**src/rtl/contador_updown_modo.sv**
```systemverilog
// contador_updown_modo: servo position index generator.
// Produces a position in 0..M-1 in one of four modes (ping-pong, wrap-up,
// wrap-down, hold). Ping-pong can dwell PAUSA extra enabled cycles at each
// extreme. Also provides a synchronous preload and a one-cycle turnaround
// pulse (virou). Position flags fim/inicio/meio are decoded from value.
module contador_updown_modo #(
  parameter int M     = 14,
  parameter int N     = 4,
  parameter int PAUSA = 0
) (
  input  logic         clock,
  input  logic         zera_as_n,
  input  logic         zera_s,
  input  logic         conta,
  input  logic         carrega,
  input  logic [N-1:0] valor_carga,
  input  logic [1:0]   modo,
  output logic [N-1:0] value,
  output logic         direcao,
  output logic         fim,
  output logic         inicio,
  output logic         meio,
  output logic         virou
);

  // Parameter sanity: reject configurations that cannot represent M-1
  // or whose dwell does not fit the 8-bit dwell counter.
  generate
    if (M < 1) begin : g_bad_m
      $error("contador_updown_modo: M must be >= 1");
    end
    if (N < $clog2(M)) begin : g_bad_n
      $error("contador_updown_modo: N too small for M");
    end
    if (PAUSA < 0 || PAUSA > 255) begin : g_bad_pausa
      $error("contador_updown_modo: PAUSA must be in 0..255");
    end
  endgenerate

  localparam logic [N-1:0] VMAX     = N'(M - 1);
  localparam logic [N-1:0] VMID     = N'((M - 1) / 2);
  // Landing points after a ping-pong reversal. With M==1 both collapse to 0
  // so the value never leaves the single legal position.
  localparam logic [N-1:0] VTURN_DN = N'((M >= 2) ? (M - 2) : 0);
  localparam logic [N-1:0] VTURN_UP = N'((M >= 2) ? 1 : 0);
  localparam logic [7:0]   PAUSA_C  = 8'(PAUSA);

  logic [N-1:0] value_q, value_d;
  logic         dir_q, dir_d;
  logic [7:0]   dwell_q, dwell_d;
  logic         virou_q, virou_d;

  // Next-state: priority zera_s > carrega > conta, then mode-specific step.
  always_comb begin
    value_d = value_q;
    dir_d   = dir_q;
    dwell_d = dwell_q;
    virou_d = 1'b0;
    if (zera_s) begin
      value_d = '0;
      dir_d   = 1'b1;
      dwell_d = '0;
    end else if (carrega) begin
      value_d = (valor_carga > VMAX) ? VMAX : valor_carga;
      dwell_d = '0;
    end else if (conta) begin
      case (modo)
        2'b00: begin
          if (dir_q) begin
            if (value_q < VMAX) begin
              value_d = value_q + N'(1);
            end else if (dwell_q < PAUSA_C) begin
              dwell_d = dwell_q + 8'd1;
            end else begin
              dir_d   = 1'b0;
              value_d = VTURN_DN;
              dwell_d = '0;
              virou_d = 1'b1;
            end
          end else begin
            if (value_q != '0) begin
              value_d = value_q - N'(1);
            end else if (dwell_q < PAUSA_C) begin
              dwell_d = dwell_q + 8'd1;
            end else begin
              dir_d   = 1'b1;
              value_d = VTURN_UP;
              dwell_d = '0;
              virou_d = 1'b1;
            end
          end
        end
        2'b01: begin
          dir_d   = 1'b1;
          dwell_d = '0;
          if (value_q < VMAX) begin
            value_d = value_q + N'(1);
          end else begin
            value_d = '0;
            virou_d = 1'b1;
          end
        end
        2'b10: begin
          dir_d   = 1'b0;
          dwell_d = '0;
          if (value_q != '0) begin
            value_d = value_q - N'(1);
          end else begin
            value_d = VMAX;
            virou_d = 1'b1;
          end
        end
        default: begin
          // Hold: everything frozen, dwell preserved.
        end
      endcase
    end
  end

  // State registers with asynchronous active-low clear.
  always_ff @(posedge clock or negedge zera_as_n) begin
    if (!zera_as_n) begin
      value_q <= '0;
      dir_q   <= 1'b1;
      dwell_q <= '0;
      virou_q <= 1'b0;
    end else begin
      value_q <= value_d;
      dir_q   <= dir_d;
      dwell_q <= dwell_d;
      virou_q <= virou_d;
    end
  end

  assign value   = value_q;
  assign direcao = dir_q;
  assign virou   = virou_q;
  assign fim     = (value_q == VMAX);
  assign inicio  = (value_q == '0);
  assign meio    = (value_q == VMID);

endmodule

```
**config.mk**
```make
export PLATFORM = sky130hd
export DESIGN_NAME = contador_updown_modo
export DESIGN_NICKNAME = d
export VERILOG_FILES = /design/src/rtl/contador_updown_modo.sv
export SDC_FILE = /design/constraint.sdc
export NUM_CORES = 1
export LEC_CHECK = 0
export ABC_AREA = 1
export CAP_MARGIN = 15
export CORE_UTILIZATION = 51
export CTS_CLUSTER_DIAMETER = 200
export DETAILED_ROUTE_END_ITERATION = 10
export GPL_ROUTABILITY_DRIVEN = 0
export PLACE_DENSITY = 0.83
export SLEW_MARGIN = 20
export SYNTH_ARGS = -nofsm -noshare
export SYNTH_HDL_FRONTEND = slang
export SYNTH_SLANG_ARGS = --single-unit
export TNS_END_PERCENT = 5
```
**constraint.sdc**
```tcl
create_clock -name clock -period 4.5 [get_ports clock]
set_input_delay 0.9 -clock clock [delete_from_list [all_inputs] [get_ports clock]]
set_output_delay 0.9 -clock clock [all_outputs]
set_load 0.01 [all_outputs]
```
# Word-level counts from Yosys, hierarchy flattened
# Index checks and enable logic that the tools add are counted.
totals:
  ff_bits: 14
  inputBits: 11
  output_inout_bits: 9
  elab_cells: 68
op_classes:
  add_sub_neg: 3
  n_lt_le_gt_ge: 3
  eq_ne: 9
  n_mux: 37
  n_reduce_logical: 12
op_table:
  columns: ["cell", "n"]
  rows:
  - ["8-bit two-way mux", 7]
  - ["4-bit two-way mux", 11]
  - ["8-bit case mux with 2 select lines", 1]
  - ["1-bit two-way mux", 15]
  - ["6-bit inequality test, second input constant", 2]
  - ["4-bit case mux with 3 select lines", 1]
  - ["4-bit nonzero test", 3]
  - ["5-bit inequality test, second input constant", 2]
  - ["8-bit by 1-bit adder with 8-bit output, second input constant", 1]
  - ["8-bit by 1-bit < comparator with 1-bit output, second input constant", 1]
  - ["4-bit AND reduction", 2]
  - ["1-bit case mux with 3 select lines", 2]
  - ["5-bit nonzero test", 1]
  - ["4-bit by 1-bit adder with 4-bit output, second input constant", 1]
  - ["4-bit by 3-bit == test with 1-bit output, second input constant", 1]
  - ["4-bit == test, second input constant", 1]
  - ["4-bit > comparator, second input constant", 1]
  - ["4-bit logical NOT", 1]
  - ["4-bit < comparator, second input constant", 1]
  - ["4-bit by 1-bit subtractor with 4-bit output, second input constant", 1]
  - ["3-bit AND reduction", 1]
  - ["3-bit nonzero test", 1]
  - ["2-bit by 1-bit == test with 1-bit output, second input constant", 1]
  - ["2-bit == test, second input constant", 1]
  - ["other kinds (4)", 4]

# Depth between registers and ports, before layout
depth:
  word_depth: 8
  depth_mapped: 11
  mapped_depth_nobuf: 11

# Worst setup path after synthesis
# No wires, ideal clock.
synth_path:
  kind: "input port to flip-flop"
  start: "input port modo[0]"
  end: "register value_q[2] (netlist: value[2])"
  setup_ps: 122
  arrival_ps: 1873
  required_ps: 4378
  setup_slack_ps: 2505
  stages: 8
  n_path_buf: 1
  path_cell_list: "inv_1 > ha_1 > buf_2 > nor2_1 > o21ai_2 > inv_2 > a21oi_1 > a21oi_2"
synth_via:
  elab_chain_len: 5
  word_cells_on_any_way: 11
  cone_classes: "4 x eq/ne; 4 x mux; 3 x reduce/logical"
synth_lines:
  columns: ["element", "line_no", "source"]
  rows:
  - ["start, declared", "17", "input logic [1:0] modo,"]
  - ["2-bit == test (tied with other cells)", "67", "case (modo)"]
  - ["4-bit case mux with 3 select lines", "67", null]
  - ["4-bit two-way mux", "66", "end else if (conta) begin"]
  - ["4-bit two-way mux", "63", "end else if (carrega) begin"]
  - ["4-bit two-way mux", "59", "if (zera_s) begin"]
  - ["end signal, assigned", "128", "value_q <= value_d;"]
  - ["end, declared", "48", "logic [N-1:0] value_q, value_d;"]
# Several ways; a longest one is shown, not always the timed one. The select of a mux whose other input is x is not followed.
# A chain may end at the register's enable or synchronous reset.

# Worst setup path after layout
layout_path:
  start: "register value_q[0] (netlist: value[0])"
  end: "output port inicio"
layout_via:
  elab_chain_len: 1
layout_lines:
  columns: ["element", "line_no", "source"]
  rows:
  - ["4-bit logical NOT", "139", "assign inicio = (value_q == '0);"]
  - ["end, declared", "21", "output logic inicio,"]
# No other way between the ends.

==> results.json <==
{
  "place_hpwl_um": 1600,
  "rsz0062_at_grt": "no",
  "period_minus_slack_ns": 2.87,
  "clock_path_buffers": 2,
  "clock_latency_ns": 0.26,
  "clock_sinks": 6,
  "dieWidth_um": 41.3,
  "area_growth_pct": 25.8,
  "synthTopCellsByArea": "dfrtp_1 16%, nand2_1 14%, ha_1 13%",
  "cp_top_family": "buffers and inverters",
  "root_buffer": "clkbuf_4",
  "routedWlPerCell_um": 12.5,
  "wl_met2_um": 1030,
  "grt_max_degree": 13,
  "ctsHtreeMaxLevel": 1,
  "setup_violations": 0,
  "synth_edf_count": 0,
  "ctsResizeCount": 0,
  "topRoutingLayerUsed": "met4",
  "pin_count": 20,
  "die_area_um2": 1700,
  "slew_viol_final": 0,
  "post-route-drc-count": 0,
  "yosysMostFrequentCell": "nand2_1",
  "grt_pass1_wl_um": 3090,
  "syn_area_um2": 786,
  "drt-pass1-iter-count": 4,
  "grt_pass1_vias": 771,
  "fill_cells": 122,
  "vdd_drop_max_mv": 0.144,
  "antenna-diode-count": 0,
  "fin_tns_setup_ns": 0,
  "status": "complete, no violations",
  "dp_slack_ns": 1.82,
  "ctsHoldBuffers": 0,
  "io_buffer_count": 19,
  "async_flop_share_pct": 100,
  "synth_top_cells_by_count": "29 x nand2_1, 20 x nor2_1, 16 x nand3_1, 14 x inv_1, 8 x ha_1",
  "crit_fanout": 7,
  "netlist_instances": 126,
  "power_density_nw_per_um2": 260,
  "row_count": 13,
  "p_leak_nw": 0.504,
  "drt_iter0_drc": 39,
  "cp-end-kind": "output port",
  "wl_met3_um": 142,
  "path_cells": "inv_1 > ha_1 > nand2_2 > inv_2 > clkdlybuf4s50_1",
  "met1_length_um": 800,
  "critPathKind": "flop to output port",
  "wl_um": 2010,
  "yosysUniqueCellTypes": 23,
  "final_antenna_net_count": 0,
  "clk_pin_slew_worst_paths_ns": 0.04,
  "synth.avg_cell_area_um2": 6.24,
  "worst_slew_pin_slew_ns": 0.492,
  "cts_buffers": 3,
  "multi_input_area_um2": 527,
  "total_power_mw": 0.257,
  "final-seq-area_um2": 151,
  "maxCapViolations": 0,
  "fin_crit_sh_pct": 63.8,
  "synthFlopType": "dfrtp_1",
  "synth-seq-area-share_pct": 19.3,
  "nets": 165,
  "fmax_mhz": 348,
  "yosys_warnings": 0,
  "critPathSlowestCell": "clkdlybuf4s50_1",
  "yosysTopAreaCellShare_pct": 15.9,
  "hold_class": "flop to flop",
  "ys_ff_latch": 6,
  "maxSlewHeadroom_pct": 67.2,
  "routed_via_density": 5.71,
  "core-area_um2": 1370,
  "overflow": 0,
  "path_buf_inv": 3,
  "start_kind": "flop",
  "synth_largest_area_cell": "dfrtp_1",
  "post_cts_buffers": 0,
  "antenna_found_initial": 0,
  "drive_above_1_share_pct": 12.4,
  "critPathMaxStageDelay_ns": 0.53,
  "fin_util_pct": 72.3,
  "hold_violations": 0,
  "cp_data_arrival_time_ns": 1.97,
  "die_h_um": 41.3,
  "cts_tree": "yes",
  "grt_util_all_layers_pct": 27.2,
  "crit_required_ns": 3.60,
  "start_util_pct": 57.5,
  "vias": 913,
  "synth_nets": 145,
  "fin_skew_ns": 0.0128,
  "fin_ws_ns": 1.63
}
-- layout by cell type, fill, tap and decap left out --
cell,Yosys,final
dfstp_2,1,1
inv_1,14,14
o21ai_0,1,1
nand2_1,29,29
a21oi_2,1,1
nand3_1,16,16
nor2_1,20,20
o211ai_1,1,1
nand4_1,1,1
clkdlybuf4s50_1,0,19
a31oi_1,2,2
dfrtp_1,5,5
o21ai_2,1,1
o31ai_1,2,2
clkbuf_4,0,3
nor2_2,3,3
xnor2_1,1,1
o22ai_2,1,1
ha_1,8,8
nand3_4,1,1
inv_2,6,6
nand2_2,1,1
clkbuf_1,0,1
a21oi_1,7,7
-- logic make-up after synthesis --
| logic type | Yosys count | synth area share [%] |
|---|---|---|
| simple gates | 71 | 39.8 |
| compound gates | 16 | 13.4 |
| fa+ha+maj | 8 | 12.7 |
| buf+inv | 24 | 13.7 |
| flops | 6 | 19.3 |
| xor+xnor | 1 | 1.11 |
-- power by group --
group | switching [mW] | total, mW | internal [mW] | leakage, nW
Clock | 0.0231 | 0.0569 | 0.0338 | 0.0150
Sequential | 0.0165 | 0.0765 | 0.0600 | 0.0748
Combinational | 0.0697 | 0.124 | 0.0543 | 0.414
Total | 0.109 | 0.257 | 0.148 | 0.504
-- state kept, by name (all words and copies together), names as in the netlist --
signal / count
direcao: 1
virou: 1
value: 4
-- metal layers --
metal,vias to the layer above,track usage [%]
met5,-,0
met4,0,6.45
met3,9,5.43
met2,49,49.2
met1,413,32.5
li1,442,-
-- worst paths after layout --
path	endpoint	slack, ns	cells past startpoint	start
max	inicio	1.63	5	value[0]
min in group asynchronous	value[2]	0.89	1	zera_as_n
min reg2reg	value[0]	0.66	2	value[0]
max in group asynchronous	direcao	3.32	1	zera_as_n
max reg2reg	value[0]	2.78	8	value[0]
min	value[0]	0.66	2	value[0]
-- worst register-to-register path, delay by kind of cell, from the launching register on --
family	cells	cell delay, ns
and+or+nand+nor	3	0.39
DFF	1	0.45
adders and majority gates	1	0.30
AOI/OAI and AO/OA	2	0.23
buffers and inverters	2	0.24
-- cell type report --
class	count	area share, %
sequential	6	15.3
multi-input combinational	96	53.3
clock buffer	4	2.66
inverter	20	7.59
timing repair buffer	19	19.2
tap	15	1.90
-- stage by stage --
stage,area (um2),std cells,hold slack [ns]
final,988,160,0.661
after global routing,988,160,0.688
after CTS,988,160,0.664
after detailed placement,962,156,0.654
after global placement,962,156,0.640
after floorplan,786,126,0.604
Note: power is estimated with default switching activity, not from simulation.
